===== src/rtl/sr_latch_bank_driver.sv =====
// Gated-SR latch bank write driver: turns parallel writes into SETUP/STROBE/HOLD
// S/R/gate sequences, touching only bits that differ from the shadow copy.
// Optional readback checking is built when SR_READBACK_CHECK_EN is defined.
module sr_latch_bank_driver #(
  parameter int WIDTH     = 4,
  parameter int SETUP_CYC = 1,
  parameter int PULSE_CYC = 2,
  parameter int HOLD_CYC  = 1
) (
  input  logic             clk1,
  input  logic             rst_n,
  input  logic             wr_valid,
  input  logic [WIDTH-1:0] wr_data,
`ifdef SR_READBACK_CHECK_EN
  input  logic [WIDTH-1:0] q_fb,
  output logic             err,
`endif
  output logic             wr_ready,
  output logic [WIDTH-1:0] s,
  output logic [WIDTH-1:0] r,
  output logic             gate,
  output logic             busy,
  output logic [WIDTH-1:0] q_model
);

  localparam int MAX_SP = (SETUP_CYC > PULSE_CYC) ? SETUP_CYC : PULSE_CYC;
  localparam int MAXC   = (MAX_SP > HOLD_CYC) ? MAX_SP : HOLD_CYC;
  localparam int CW     = (MAXC > 1) ? $clog2(MAXC) : 1;
  localparam logic [CW-1:0] SETUP_LD = CW'(SETUP_CYC - 1);
  localparam logic [CW-1:0] PULSE_LD = CW'(PULSE_CYC - 1);
  localparam logic [CW-1:0] HOLD_LD  = CW'(HOLD_CYC - 1);

  typedef enum logic [1:0] {IDLE, SETUP, STROBE, HOLD} state_t;

  state_t           state, state_n;
  logic [CW-1:0]    cnt, cnt_n;
  logic [WIDTH-1:0] req, req_n, s_n, r_n, q_n, set_m, rst_m;
  logic             gate_n, busy_n, ready_n, accept;

  assign accept = wr_valid & wr_ready;
  // Disjoint by construction, so S and R can never be high together.
  assign set_m  = wr_data & ~q_model;
  assign rst_m  = ~wr_data & q_model;

  always_comb begin
    state_n = state;
    cnt_n   = cnt;
    req_n   = req;
    s_n     = s;
    r_n     = r;
    gate_n  = gate;
    busy_n  = busy;
    q_n     = q_model;
    ready_n = wr_ready;
    case (state)
      IDLE: begin
        ready_n = 1'b1;
        if (accept) begin
          req_n = wr_data;
          if ((set_m | rst_m) != '0) begin
            state_n = SETUP;
            s_n     = set_m;
            r_n     = rst_m;
            busy_n  = 1'b1;
            cnt_n   = SETUP_LD;
            ready_n = 1'b0;
          end
        end
      end
      SETUP: begin
        if (cnt == '0) begin
          state_n = STROBE;
          gate_n  = 1'b1;
          cnt_n   = PULSE_LD;
        end else cnt_n = cnt - 1'b1;
      end
      STROBE: begin
        if (cnt == '0) begin
          state_n = HOLD;
          gate_n  = 1'b0;
          cnt_n   = HOLD_LD;
        end else cnt_n = cnt - 1'b1;
      end
      HOLD: begin
        if (cnt == '0) begin
          state_n = IDLE;
          s_n     = '0;
          r_n     = '0;
          busy_n  = 1'b0;
          q_n     = req;
          ready_n = 1'b1;
        end else cnt_n = cnt - 1'b1;
      end
      default: state_n = IDLE;
    endcase
  end

  always_ff @(posedge clk1 or negedge rst_n) begin
    if (!rst_n) begin
      state    <= IDLE;
      cnt      <= '0;
      req      <= '0;
      s        <= '0;
      r        <= '0;
      gate     <= 1'b0;
      busy     <= 1'b0;
      q_model  <= '0;
      wr_ready <= 1'b0;
    end else begin
      state    <= state_n;
      cnt      <= cnt_n;
      req      <= req_n;
      s        <= s_n;
      r        <= r_n;
      gate     <= gate_n;
      busy     <= busy_n;
      q_model  <= q_n;
      wr_ready <= ready_n;
    end
  end

`ifdef SR_READBACK_CHECK_EN
  logic done;
  assign done = (state == HOLD) && (cnt == '0);

  // Sticky until reset: a failed write stays visible to software.
  always_ff @(posedge clk1 or negedge rst_n) begin
    if (!rst_n) err <= 1'b0;
    else if (done && (q_fb != req)) err <= 1'b1;
  end
`endif

endmodule


===== config.mk =====
export PLATFORM = sky130hd
export DESIGN_NAME = sr_latch_bank_driver
export DESIGN_NICKNAME = d
export VERILOG_FILES = /design/src/rtl/sr_latch_bank_driver.sv
export SDC_FILE = /design/constraint.sdc
export NUM_CORES = 1
export LEC_CHECK = 0
export BUFFER_PORTS_ARGS = -buffer_cell sky130_fd_sc_hd__buf_4
export CAP_MARGIN = 0
export CORE_UTILIZATION = 40
export DETAILED_ROUTE_END_ITERATION = 6
export GPL_TIMING_DRIVEN = 0
export SKIP_CTS_REPAIR_TIMING = 1
export SLEW_MARGIN = 20
export SYNTH_ARGS = -nofsm -noshare
export SYNTH_HDL_FRONTEND = slang
export SYNTH_SLANG_ARGS = --single-unit

===== constraint.sdc =====
create_clock -name clk1 -period 3.2 [get_ports clk1]
set_input_delay 0.64 -clock clk1 [delete_from_list [all_inputs] [get_ports clk1]]
set_output_delay 0.64 -clock clk1 [all_outputs]
set_load 0.02 [all_outputs]

==> run metrics, run 1 <==
status complete, no violations; Clock Path Buffers 2; dpl ws 1.13 ns; input/output buffers 21; num rows 18; final hold vios 0; DRT Pass-1 Iters 4; Yosys warning count 0; achievable clock frequency around 570 MHz; RSZ-0062 raised after global routing no; Slew Viols, Final 0; post-synthesis xor/xnor area fraction 0; Max Cap Viol 0; commonest cells after routing, fill and taps aside dfrtp_1, buf_4, inv_1, o21ai_0, ha_1; CP Cell Sequence inv_1, ha_1, nand3_2, nand2b_4, nor2_2, a22o_1; main combinational cell family by area after synthesis compound AO/OA/AOI/OAI gates; mapped cell area 1070 sq um; CP Max Fanout 9; GPL Wtd Cong approximately 0.73; Root Driver clkbuf_4; Top Family by Delay on Critical Path simple AND/OR/NAND/NOR gates; clk slew on worst S/H paths roughly 0.12 ns; Post-Synth Simple-Gate Area 0.102; Peak VDD IR 0.000433 V; max incr delay on CP about 0.43 ns; Layout Cells excl Fill 149; fin crit share 0.549; core area 2500 sq um; setup TNS 0 ns; I/O pins 22; Sequential cell area 551 sq um; dpl hpwl approximately 1400 um; Pwr Total between 1000 and 1500 uW; Crit. End Element flip-flop; Clock Skew 0.00913 ns; CP max-delay cell dfrtp_1; Worst Max-Slew Pin Slew 0.440 ns; WP buf/inv 1; CTS Sinks 22; CP required 3.45 ns; WP data arrival 2.01 ns; worst hold path type input pin to async pin; Filler cells 225; total number of vias 753; Crit Path Category flip-flop to flip-flop; layout cells sized above 1 0.286; Seq/Total Area, Yosys 0.515; Avg Cell Area, Syn 11.4 sq um; Final WS setup 1.44 ns; Clk Latency, worst-skew pair 0.31 ns; WL/cell roughly 13 um; initial core utilization 0.427; Design Area, Final 1300 sq um; # diodes 0; most common cell after layout, fill and taps aside dfrtp_1; Compound-Gate Fraction of Synth Area 0.181; syn nets approximately 110; H-Tree Depth 1; vias per cell 5.05; Synth Register Bits 22; final net count 139; Placed Cells 145; first-pass GRT wire length 3050 um; Die H 53.7 um; Residual DRC 0; grt total ovfl 0; CTS tree built; width of the chip 53.7 um; relative slew slack 0.706; Post-Synth Adder-Cell Area 0.141; initial drt markers 5; Post-DP Area 1260 sq um; die area 2880 sq um; PD cells ~950 nW/um^2; synthesized instance count 94; synth unique cells 21; area of the multi-input gates around 470 sq um; antenna violations before repair 0; vias in the first global route 680; Lkg Pwr 0.000686 uW; Total Wirelength 1910 um; Tmin final between 1.5 and 2 ns; multiplexer share of the synthesized area 0.0141; GRT Overall Usage 0.158; post-detailed-route count of antenna-violating nets 0; Area Overhead vs Synth 21.7%; crit path launch type flip-flop; Final setup viols 0; largest net degree at the start of global routing 23; TritonCTS Buffers 3
[per-stage QoR]
step	util	hold slack [ns]
after CTS	0.520	0.188
after floorplan	-	0.344
final	0.520	0.190
after global placement	0.506	0.462
after global routing	0.520	0.190
after detailed placement	0.506	0.472
[final timing paths]
path                           from          to  slack [ns]  cells past startpoint
max in group asynchronous     rst_n        r[3]        2.78                      1
min                           rst_n        s[1]        0.19                      1
min in group clk1            req[0]  q_model[0]        0.50                      2
max reg2reg                state[0]        s[0]        1.44                      6
min reg2reg                  req[0]  q_model[0]        0.50                      2
max                        state[0]        s[0]        1.44                      6
[report_power, final]
part           switching, uW  internal, uW  leakage, uW  total, uW
clock                   84.0          69.5    0.0000210        154
sequential              75.8           389     0.000285        465
combinational            338           275     0.000380        613
[area by class of cell]
type                            count  share of cell area
Buffer                              1             0.00385
Tap cell                           30              0.0289
Timing Repair Buffer               21               0.121
Sequential cell                    22               0.423
Multi-Input combinational cell     59               0.360
Clock buffer                        4              0.0279
Inverter                           12              0.0346
[cells in the mapped netlist]
master     n  share of area
a22o_1     8          0.066
dfrtp_1   22           0.52
mux2_4     1          0.014
o21ai_0   12          0.056
a21o_1     1         0.0070
ha_1      12           0.14
nand2b_4   1          0.013
nor3_1     1         0.0047
a21oi_1    1         0.0047
o21a_4     1          0.014
o32a_1     1         0.0094
nand2_1   10          0.035
buf_2      1         0.0047
nor2_2     1         0.0059
a31o_4     1          0.016
nand4_2    1          0.012
o21ai_2    1         0.0082
nor2_1     3          0.011
inv_1     12          0.042
nand3_2    1         0.0094
nor2b_1    2          0.012
[state kept, by name, summed over array words and instances, names as in the netlist]
register / cells
busy: 1
req: 4
r: 4
q_model: 4
gate: 1
state: 2
s: 4
cnt: 1
wr_ready: 1
[layer usage]
layer,global-route usage,wire length (um)
met4,0.0658,19
met2,0.259,888
met5,0,0
met1,0.183,905
met3,0.0593,97
[cells by family (layout without fill, tap and decap cells)]
group                    Yosys count  after routing
buffers and inverters             13             38
multiplexers                       1              1
adder cells (fa/ha/maj)           12             12
AO/OA/AOI/OAI                     26             26
flip-flops                        22             22
AND/OR/NAND/NOR                   20             20
[worst register-to-register path, stage by stage (launching register included)]
cell,delay (ns)
dfrtp_1,0.43
inv_1,0.09
ha_1,0.23
nand3_2,0.18
nand2b_4,0.19
nor2_2,0.35
a22o_1,0.22
(Power assumes the default switching activity.)
==> run 2, diff against run 1 <==
==> constraint.sdc (replaced) <==
create_clock -name clk1 -period 1.5 [get_ports clk1]
set_input_delay 0.3 -clock clk1 [delete_from_list [all_inputs] [get_ports clk1]]
set_output_delay 0.3 -clock clk1 [all_outputs]
set_load 0.02 [all_outputs]
==> run 2 against run 1 <==
Largest power group unchanged. Non-clock buffer count up 3. Wire length grew 9.1%. Cell area rose by 12%. The run now ends with negative setup slack left. Die area did not move. Sequential cell count unchanged. Total power rose by 140%. Global-route usage increased by 0.12 points. Critical endpoint is now state[1]. Combinational power grew to 2.5 times the previous value. Count of clock-buffer cells in the layout is the same. Worst hold slack better by 0.14 ns. Fmax grew 7.1%. Clock skew fell by 0.0058 ns.
==> run metrics, run 2 (synthesis results as in run 1) <==
status finished, violations left (was complete, no violations); failing checks negative setup slack; GPL Wtd Cong 0.691 (was 0.730); commonest cells after routing, fill and taps aside buf_4, dfrtp_1, inv_1, o21ai_0, nand2_1 (was dfrtp_1, buf_4, inv_1, o21ai_0, ha_1); top sig layer met4 (unchanged); Worst Max-Slew Pin Slew 0.287 ns (was 0.440 ns); Peak VDD IR 0.00150 V (was 0.000433 V); CTS tree built (unchanged); vias per cell 4.94 (was 5.05); reg2reg setup slack -0.14 ns (was 1.44 ns); worst hold path type input pin to flip-flop (was input pin to async pin); Clk Latency, worst-skew pair 0.30 ns (was 0.31 ns); DRT Pass-1 Iters 4 (unchanged); antenna violations before repair 0 (unchanged); Lkg Pwr 0.000695 uW (was 0.000686 uW); Slew Viols, Final 0 (unchanged); CTS Sinks 22 (unchanged); WL/cell 13.6 um (was 12.8 um); achievable clock frequency 609 MHz (was 569 MHz); Die H 53.7 um (unchanged); Root Driver clkbuf_4 (unchanged); RR Endpoint state[1] (was s[0]); post-detailed-route count of antenna-violating nets 0 (unchanged); first-pass GRT wire length 3200 um (was 3050 um); Final setup viols 6 (was 0); crit path capture state[1] (was s[0]); input/output buffers 21 (unchanged); initial drt markers 17 (was 5); final hold vios 0 (unchanged); Max Cap Viol 0 (unchanged); clk slew on worst S/H paths 0.12 ns (about the same); final net count 143 (was 139); GRT Overall Usage 0.159 (was 0.158); r2r startpoint q_model[2] (was state[0]); die area 2880 sq um (unchanged); met2 WL post-DR 1030 um (was 888 um); Area Overhead vs Synth 35.7% (was 21.7%); core area 2500 sq um (unchanged); layout cells sized above 1 0.390 (was 0.286); Crit Path Category flip-flop to flip-flop (unchanged); setup TNS -0.212 ns (was 0 ns); H-Tree Depth 1 (unchanged); relative slew slack 0.808 (was 0.706); Design Area, Final 1450 sq um (was 1300 sq um); Total Wirelength 2080 um (was 1910 um); total number of vias 756 (was 753); Residual DRC 0 (unchanged); Final WS setup -0.141 ns (was 1.44 ns); Tmin final 1.64 ns (was 1.76 ns); width of the chip 53.7 um (unchanged); PD cells 2010 nW/um^2 (was 947 nW/um^2); # diodes 0 (unchanged); Crit. End Element flip-flop (unchanged); Post-DP Area 1330 sq um (was 1260 sq um); most common cell after layout, fill and taps aside buf_4 (was dfrtp_1); WP data arrival 1.84 ns (was 2.01 ns); TritonCTS Buffers 3 (unchanged); metal3 WL 56 um (was 97 um); crit path from q_model[2] (was state[0]); Pwr Total 2920 uW (was 1230 uW); Worst Reg-to-Reg Cells 5 (was 6); Clock Path Buffers 2 (unchanged); WL met1 984 um (was 905 um); dpl hpwl 1450 um (was 1420 um); I/O pins 22 (unchanged); crit path launch type flip-flop (unchanged); initial core utilization 0.427 (unchanged); grt total ovfl 0 (unchanged); CP Max Fanout 5 (was 9); Hold Startpoint wr_data[1]; num rows 18 (unchanged); largest net degree at the start of global routing 23 (unchanged); Clock Skew 0.00331 ns (was 0.00913 ns); fin crit share 1.09 (was 0.549); vias in the first global route 728 (was 680); CP required 1.70 ns (was 3.45 ns); RSZ-0062 raised after global routing yes (was no)
-- run 2: worst min path at each step --
stage | end | cells past startpoint
final | req[1] | 3
after global routing | req[0] | 3
after CTS | state[0] | 1
after detailed placement | s[0] | 1
after global placement | s[0] | 1
after floorplan | busy | 0
-- run 2: routing by layer --
layer,global-route usage,up-vias
li1,-,380
met2,0.284,14
met1,0.181,360
met5,0,-
met3,0.0254,2
met4,0.0789,0
-- run 2: critical path, cell delays in order, from the launching register on --
cell	delay (ns)
dfrtp_2	0.45
ha_4	0.28
nand4_4	0.10
a31o_4	0.28
o21a_4	0.13
mux2_4	0.29
-- run 2: final cells by class --
cell class              count  area (sq um)
repair buffers             24           183
flip-flops and latches     22           556
well taps                  30          37.5
fillers                   216          1050
plain buffers               1          5.00
multi-input cells          60           588
clock buffers               4          36.3
inverters                  12          45.0
-- run 2: metrics by stage --
stage / worst slack, ns / utilization / hold WS (ns) / cells
4_1_cts: -0.295 / 0.546 / -0.138 / 149
5_1_grt: -0.181 / 0.580 / 0.328 / 153
6_report: -0.141 / 0.580 / 0.330 / 153
3_5_place_dp: -0.264 / 0.531 / 0.207 / 145
3_3_place_gp: -0.228 / 0.531 / 0.208 / 145
2_1_floorplan: -0.140 / - / 0.00441 / 94
-- run 2: where the power goes --
part / switching [uW] / internal, uW
Clock: 176 / 148
Combinational: 824 / 736
Sequential: 197 / 837
Total: 1200 / 1720
